[src/rtl/riscv_defines.sv]
// riscv_defines: shared definitions for the tag-exception controller.
//   tag_exc_state_e : FSM state encoding (IDLE, REQ, PEND)
//   CAUSE_*         : bit positions of the hit flags inside cause_o
package riscv_defines;

  typedef enum logic [1:0] {
    ST_IDLE = 2'd0,
    ST_REQ  = 2'd1,
    ST_PEND = 2'd2
  } tag_exc_state_e;

  localparam int CAUSE_S1 = 0;
  localparam int CAUSE_S2 = 1;
  localparam int CAUSE_D  = 2;

endpackage

[src/rtl/riscv_tag_exc_counter.sv]
// riscv_tag_exc_counter: saturating event counter.
//   clk   : clock, rising edge
//   rst   : synchronous active-high reset, clears count
//   inc   : add one this cycle (held at all-ones once reached)
//   count : current value, driven straight from the register
module riscv_tag_exc_counter #(
  parameter int CNT_WIDTH = 16
) (
  input  logic                 clk,
  input  logic                 rst,
  input  logic                 inc,
  output logic [CNT_WIDTH-1:0] count
);

  logic [CNT_WIDTH-1:0] count_r;

  // Count increments, stopping at all-ones.
  always_ff @(posedge clk) begin
    if (rst) begin
      count_r <= {CNT_WIDTH{1'b0}};
    end else if (inc && (count_r != {CNT_WIDTH{1'b1}})) begin
      count_r <= count_r + {{(CNT_WIDTH-1){1'b0}}, 1'b1};
    end else begin
      count_r <= count_r;
    end
  end

  assign count = count_r;

endmodule

[src/rtl/riscv_tag_exc_ctrl.sv]
// riscv_tag_exc_ctrl: captures the first tag violation, requests a trap
// from the core controller and holds the record until software clears it.
//   clk, rst                    : clock, synchronous active-high reset
//   exception_i, valid_i        : violation flag, qualified by EX-stage valid
//   hit_s1_i/hit_s2_i/hit_d_i   : which check fired
//   pc_i, addr_i                : PC / load address of the EX instruction
//   exc_req_o, exc_ack_i        : trap request / acceptance handshake
//   clr_i                       : CSR write clearing the record and overflow
//   pending_o, cause_o, epc_o, eaddr_o : captured record
//   overflow_o                  : sticky, a violation arrived while busy
//   count_o                     : saturating count of qualified violations
module riscv_tag_exc_ctrl
  import riscv_defines::*;
#(
  parameter int CNT_WIDTH = 16
) (
  input  logic                 clk,
  input  logic                 rst,
  input  logic                 exception_i,
  input  logic                 hit_s1_i,
  input  logic                 hit_s2_i,
  input  logic                 hit_d_i,
  input  logic                 valid_i,
  input  logic [31:0]          pc_i,
  input  logic [31:0]          addr_i,
  output logic                 exc_req_o,
  input  logic                 exc_ack_i,
  input  logic                 clr_i,
  output logic                 pending_o,
  output logic [2:0]           cause_o,
  output logic [31:0]          epc_o,
  output logic [31:0]          eaddr_o,
  output logic                 overflow_o,
  output logic [CNT_WIDTH-1:0] count_o
);

  tag_exc_state_e state_r, state_nxt_s;
  logic           qual_s;
  logic           capture_s;
  logic           ovf_nxt_s;
  logic [2:0]     cause_s;
  logic           exc_req_r, pending_r, overflow_r;
  logic [2:0]     cause_r;
  logic [31:0]    epc_r, eaddr_r;

  assign qual_s = exception_i & valid_i;

  // Assemble the cause vector from the individual hit flags.
  always_comb begin
    cause_s           = 3'b000;
    cause_s[CAUSE_S1] = hit_s1_i;
    cause_s[CAUSE_S2] = hit_s2_i;
    cause_s[CAUSE_D]  = hit_d_i;
  end

  // Next state and capture decision. A clear coinciding with a new
  // violation in PEND retires the old record and starts a new one.
  always_comb begin
    state_nxt_s = state_r;
    capture_s   = 1'b0;
    case (state_r)
      ST_IDLE: begin
        if (qual_s) begin
          state_nxt_s = ST_REQ;
          capture_s   = 1'b1;
        end else begin
          state_nxt_s = ST_IDLE;
        end
      end
      ST_REQ: begin
        if (exc_ack_i) begin
          state_nxt_s = ST_PEND;
        end else begin
          state_nxt_s = ST_REQ;
        end
      end
      ST_PEND: begin
        if (clr_i && qual_s) begin
          state_nxt_s = ST_REQ;
          capture_s   = 1'b1;
        end else if (clr_i) begin
          state_nxt_s = ST_IDLE;
        end else begin
          state_nxt_s = ST_PEND;
        end
      end
      default: begin
        state_nxt_s = ST_IDLE;
      end
    endcase
  end

  // Overflow: clear wins; otherwise any violation seen while busy sets it.
  always_comb begin
    ovf_nxt_s = overflow_r;
    if (clr_i) begin
      ovf_nxt_s = 1'b0;
    end else if (qual_s && (state_r != ST_IDLE)) begin
      ovf_nxt_s = 1'b1;
    end else begin
      ovf_nxt_s = overflow_r;
    end
  end

  // State and output registers; request/pending are decoded from next state
  // so they come straight from flops with one cycle of latency.
  always_ff @(posedge clk) begin
    if (rst) begin
      state_r    <= ST_IDLE;
      exc_req_r  <= 1'b0;
      pending_r  <= 1'b0;
      overflow_r <= 1'b0;
      cause_r    <= 3'b000;
      epc_r      <= 32'h0000_0000;
      eaddr_r    <= 32'h0000_0000;
    end else begin
      state_r    <= state_nxt_s;
      exc_req_r  <= (state_nxt_s == ST_REQ);
      pending_r  <= (state_nxt_s != ST_IDLE);
      overflow_r <= ovf_nxt_s;
      if (capture_s) begin
        cause_r <= cause_s;
        epc_r   <= pc_i;
        eaddr_r <= addr_i;
      end else begin
        cause_r <= cause_r;
        epc_r   <= epc_r;
        eaddr_r <= eaddr_r;
      end
    end
  end

  riscv_tag_exc_counter #(
    .CNT_WIDTH(CNT_WIDTH)
  ) u_counter (
    .clk  (clk),
    .rst  (rst),
    .inc  (qual_s),
    .count(count_o)
  );

  assign exc_req_o  = exc_req_r;
  assign pending_o  = pending_r;
  assign overflow_o = overflow_r;
  assign cause_o    = cause_r;
  assign epc_o      = epc_r;
  assign eaddr_o    = eaddr_r;

endmodule

[config.mk]
export PLATFORM = sky130hd
export DESIGN_NAME = riscv_tag_exc_ctrl
export DESIGN_NICKNAME = d
export VERILOG_FILES = /design/src/rtl/riscv_defines.sv /design/src/rtl/riscv_tag_exc_counter.sv /design/src/rtl/riscv_tag_exc_ctrl.sv
export SDC_FILE = /design/constraint.sdc
export NUM_CORES = 1
export LEC_CHECK = 0
export ABC_AREA = 1
export CAP_MARGIN = 20
export CORE_MARGIN = 5
export CORE_UTILIZATION = 38
export CTS_CLUSTER_DIAMETER = 50
export DETAILED_ROUTE_END_ITERATION = 12
export HOLD_SLACK_MARGIN = 0.15
export PLACE_DENSITY = 0.83
export SETUP_SLACK_MARGIN = 0.5
export SLEW_MARGIN = 25
export SYNTH_ARGS = -nofsm -noshare
export SYNTH_HDL_FRONTEND = slang
export SYNTH_SLANG_ARGS = --single-unit
[constraint.sdc]
create_clock -name clk -period 1.31 [get_ports clk]
set_input_delay 0.262 -clock clk [delete_from_list [all_inputs] [get_ports clk]]
set_output_delay 0.262 -clock clk [all_outputs]
set_load 0.005 [all_outputs]
==> out/metrics.csv <==
metric,value,unit
syn_inst,470,
cts_buffers,9,
grt_first_pass_wirelength,20300,um
dp_hpwl,7590,um
insertedDiodeCount,0,
cts.clk_slew.worst_paths,90,ps
cpMaxStageDelayCell,dfxtp_4,
dpl_cell_area,5430,um2
violations,setup timing,
slew-limit-headroom,83.4,%
critPathTopFamily,simple AND/OR/NAND/NOR gates,
cts-root-buf,clkbuf_8,
worst_slack,-89.8,ps
grt.overflow.total,0,
setup_viol,58,
dieArea,11300,um2
finalMaxSlewViolations,0,
nets,798,
cp_slowest_stage_delay,370,ps
die_x,106,um
drv_cap,0,
rsz0062_at_grt,yes,
synthTopCellsByArea,"dfxtp_1 50%, a21oi_1 11%, o21ai_0 9.6%",
synth_area,3530,um2
yosysWarnings,0,
drt_iter0_markers,171,
worst_pin_slew,249,ps
fin_area,7590,um2
area_delta_synth_final,115,%
routabilityCongestion,0.813,
fmax,714,MHz
hold_ws,439,ps
die_y,106,um
multiInputGateArea,1900,um2
track_usage,22.3,%
leakagePower,3.24,nW
coreArea,9150,um2
num_rows,35,
cts_tree,yes,
critical_path_class,reg2reg,
num_vias,4242,
layout-drive-gt1-share,59.7,%
avgSynthCellArea,7.50,um2
ys_types,27,
clk_latency,340,ps
h-tree-depth,3,
finalCritPeriodShare,107,%
finClkSkew,7.84,ps
cp-start-kind,register,
cp.required,1590,ps
yosysTopAreaCell,dfxtp_1,
synthesis.nets,544,
ant_nets,0,
min_period,1400,ps
synth_top_area_share,49.9,%
total_power,7.08,mW
power_density,932,nW/um2
start_util,38.5,%
path_buf_inv,2,
cts_max_path_buffers,2,
vias_per_cell,5.05,
seqCellArea,1890,um2
yosysSeqAreaShare,49.9,%
grt_start_max_net_pins,44,
crit_fanout,5,
first_global_vias,4228,
cpMostUsedCell,nand2_4,
clock-sinks,88,
wl_per_cell,18.0,um
worstPathArrival,1680,ps
wl,15100,um
io-pin-count,159,
endpoint_kind,register,
drtPass1Iterations,4,
io_buffers,158,
hold_violations,0,
antenna_found_initial,0,
synth_seq_cells,88,
fill_cells,504,
peakVddDrop,686,uV
status,"complete, but fails checks",
hp-class,in2reg,
place_ws,-442,ps
drc,0,
crit_path_cell_trace,ha_4 > nand2_4 > nor2_4 > nand2_4 > inv_2 > nand2_4 > buf_6 > nand3b_1 > nand2_1 > nor2_1,
==> what timing repair did <==
item	4_1_cts	5_1_grt
hold buffers	0	0
gates resized for setup	550	189
buffers inserted	41	19
hold endpoints to repair	0	0
cloned	15	8
endpoints found under the setup margin	174	174
pin swaps	28	39
==> worst reg2reg max path, cell delays in order (launching register included) <==
cell      delay, ps
dfxtp_4         370
ha_4            140
nand2_4          60
nor2_4          180
nand2_4         100
inv_2            80
nand2_4          70
buf_6           130
nand3b_1         70
nand2_1          50
nor2_1           90
==> metal layers <==
metal  vias to the layer above  track usage (%)  share of wire [%]
li1                       2011                -                  -
met1                      2015             23.7                 36
met2                       170             42.0                 55
met3                        46             5.77                5.8
met4                         0             8.23                3.4
met5                         -                0                  0
==> synthesized netlist by cell type, drive strengths merged <==
master	n
a21oi	77
a31oi	1
buf	8
clkbuf	16
clkinv	1
dfxtp	88
ha	1
inv	89
nand2	47
nand3	17
nand3b	1
nand4	4
nor2	42
nor3	3
o211ai	1
o21ai	68
o31ai	1
or2	1
xnor2	1
xor2	3
==> final timing paths <==
check | startpoint | to | slack, ps | depth (start not counted)
setup reg to reg | u_counter.count[1] | u_counter.count[1] | -90 | 10
hold / removal | clr_i | overflow_o | 440 | 3
hold reg to reg | epc_o[0] | epc_o[0] | 440 | 2
setup / recovery | u_counter.count[1] | u_counter.count[1] | -90 | 10
==> flip-flops by register name (all words and copies together), names as in the netlist <==
register,cells
eaddr_o,32
epc_o,32
u_counter.count,16
cause_o,3
state_r,2
exc_req_o,1
overflow_o,1
pending_o,1
==> cells by family (layout without fill, tap and decap cells) <==
logic type	count (synthesis)	in the layout	share of synthesized area (%)
DFF	88	88	49.9
buffers and inverters	114	373	12.8
xor gates and xnor gates	4	4	0.993
AOI/OAI and AO/OA	148	148	21.3
and+or+nand+nor	115	115	14.6
adders and majority gates	1	1	0.355
==> final cells by class <==
| class | count | share of cell area, % |
|---|---|---|
| Clock buffer | 11 | 1.86 |
| Timing Repair Buffer | 267 | 40.5 |
| Inverter | 90 | 4.57 |
| Sequential cell | 88 | 24.8 |
| Tap cell | 111 | 1.83 |
| Clock inverter | 5 | 1.37 |
| Multi-Input combinational cell | 268 | 25.1 |
==> report_power, final <==
group / switching [mW] / internal (mW)
combinational: 0.698 / 1.05
sequential: 0.123 / 2.87
clock: 1.02 / 1.32
total: 1.84 / 5.24
==> through the flow <==
step | utilization (%) | instances | setup TNS [ps]
5_1_grt | 82.9 | 840 | -7180
3_5_place_dp | 59.4 | 741 | -25330
2_1_floorplan | - | 470 | -11.0
4_1_cts | 72.8 | 813 | -938
6_report | 82.9 | 840 | -2530
3_3_place_gp | 59.4 | 741 | -22770
==> cells in the final DEF, fill, tap and decap left out, types with 4 or more instances in the layout <==
| master | instances |
|---|---|
| a21oi_1 | 22 |
| clkbuf_16 | 5 |
| buf_4 | 50 |
| nand3_2 | 6 |
| nor2_1 | 29 |
| nor2_2 | 9 |
| buf_16 | 17 |
| o21ai_1 | 27 |
| buf_8 | 4 |
| o21ai_4 | 7 |
| nand2_1 | 37 |
| nand3_1 | 11 |
| nand2_2 | 5 |
| nor2_4 | 4 |
| buf_12 | 15 |
| nand2_4 | 4 |
| nand4_1 | 4 |
| o21ai_2 | 31 |
| a21oi_2 | 51 |
| a21oi_4 | 4 |
| clkbuf_8 | 10 |
| dfxtp_4 | 6 |
| inv_2 | 4 |
| buf_6 | 81 |
| inv_1 | 82 |
| clkdlybuf4s50_1 | 69 |
| buf_2 | 23 |
| dfxtp_2 | 81 |
Power figures use the tool's default switching activity.
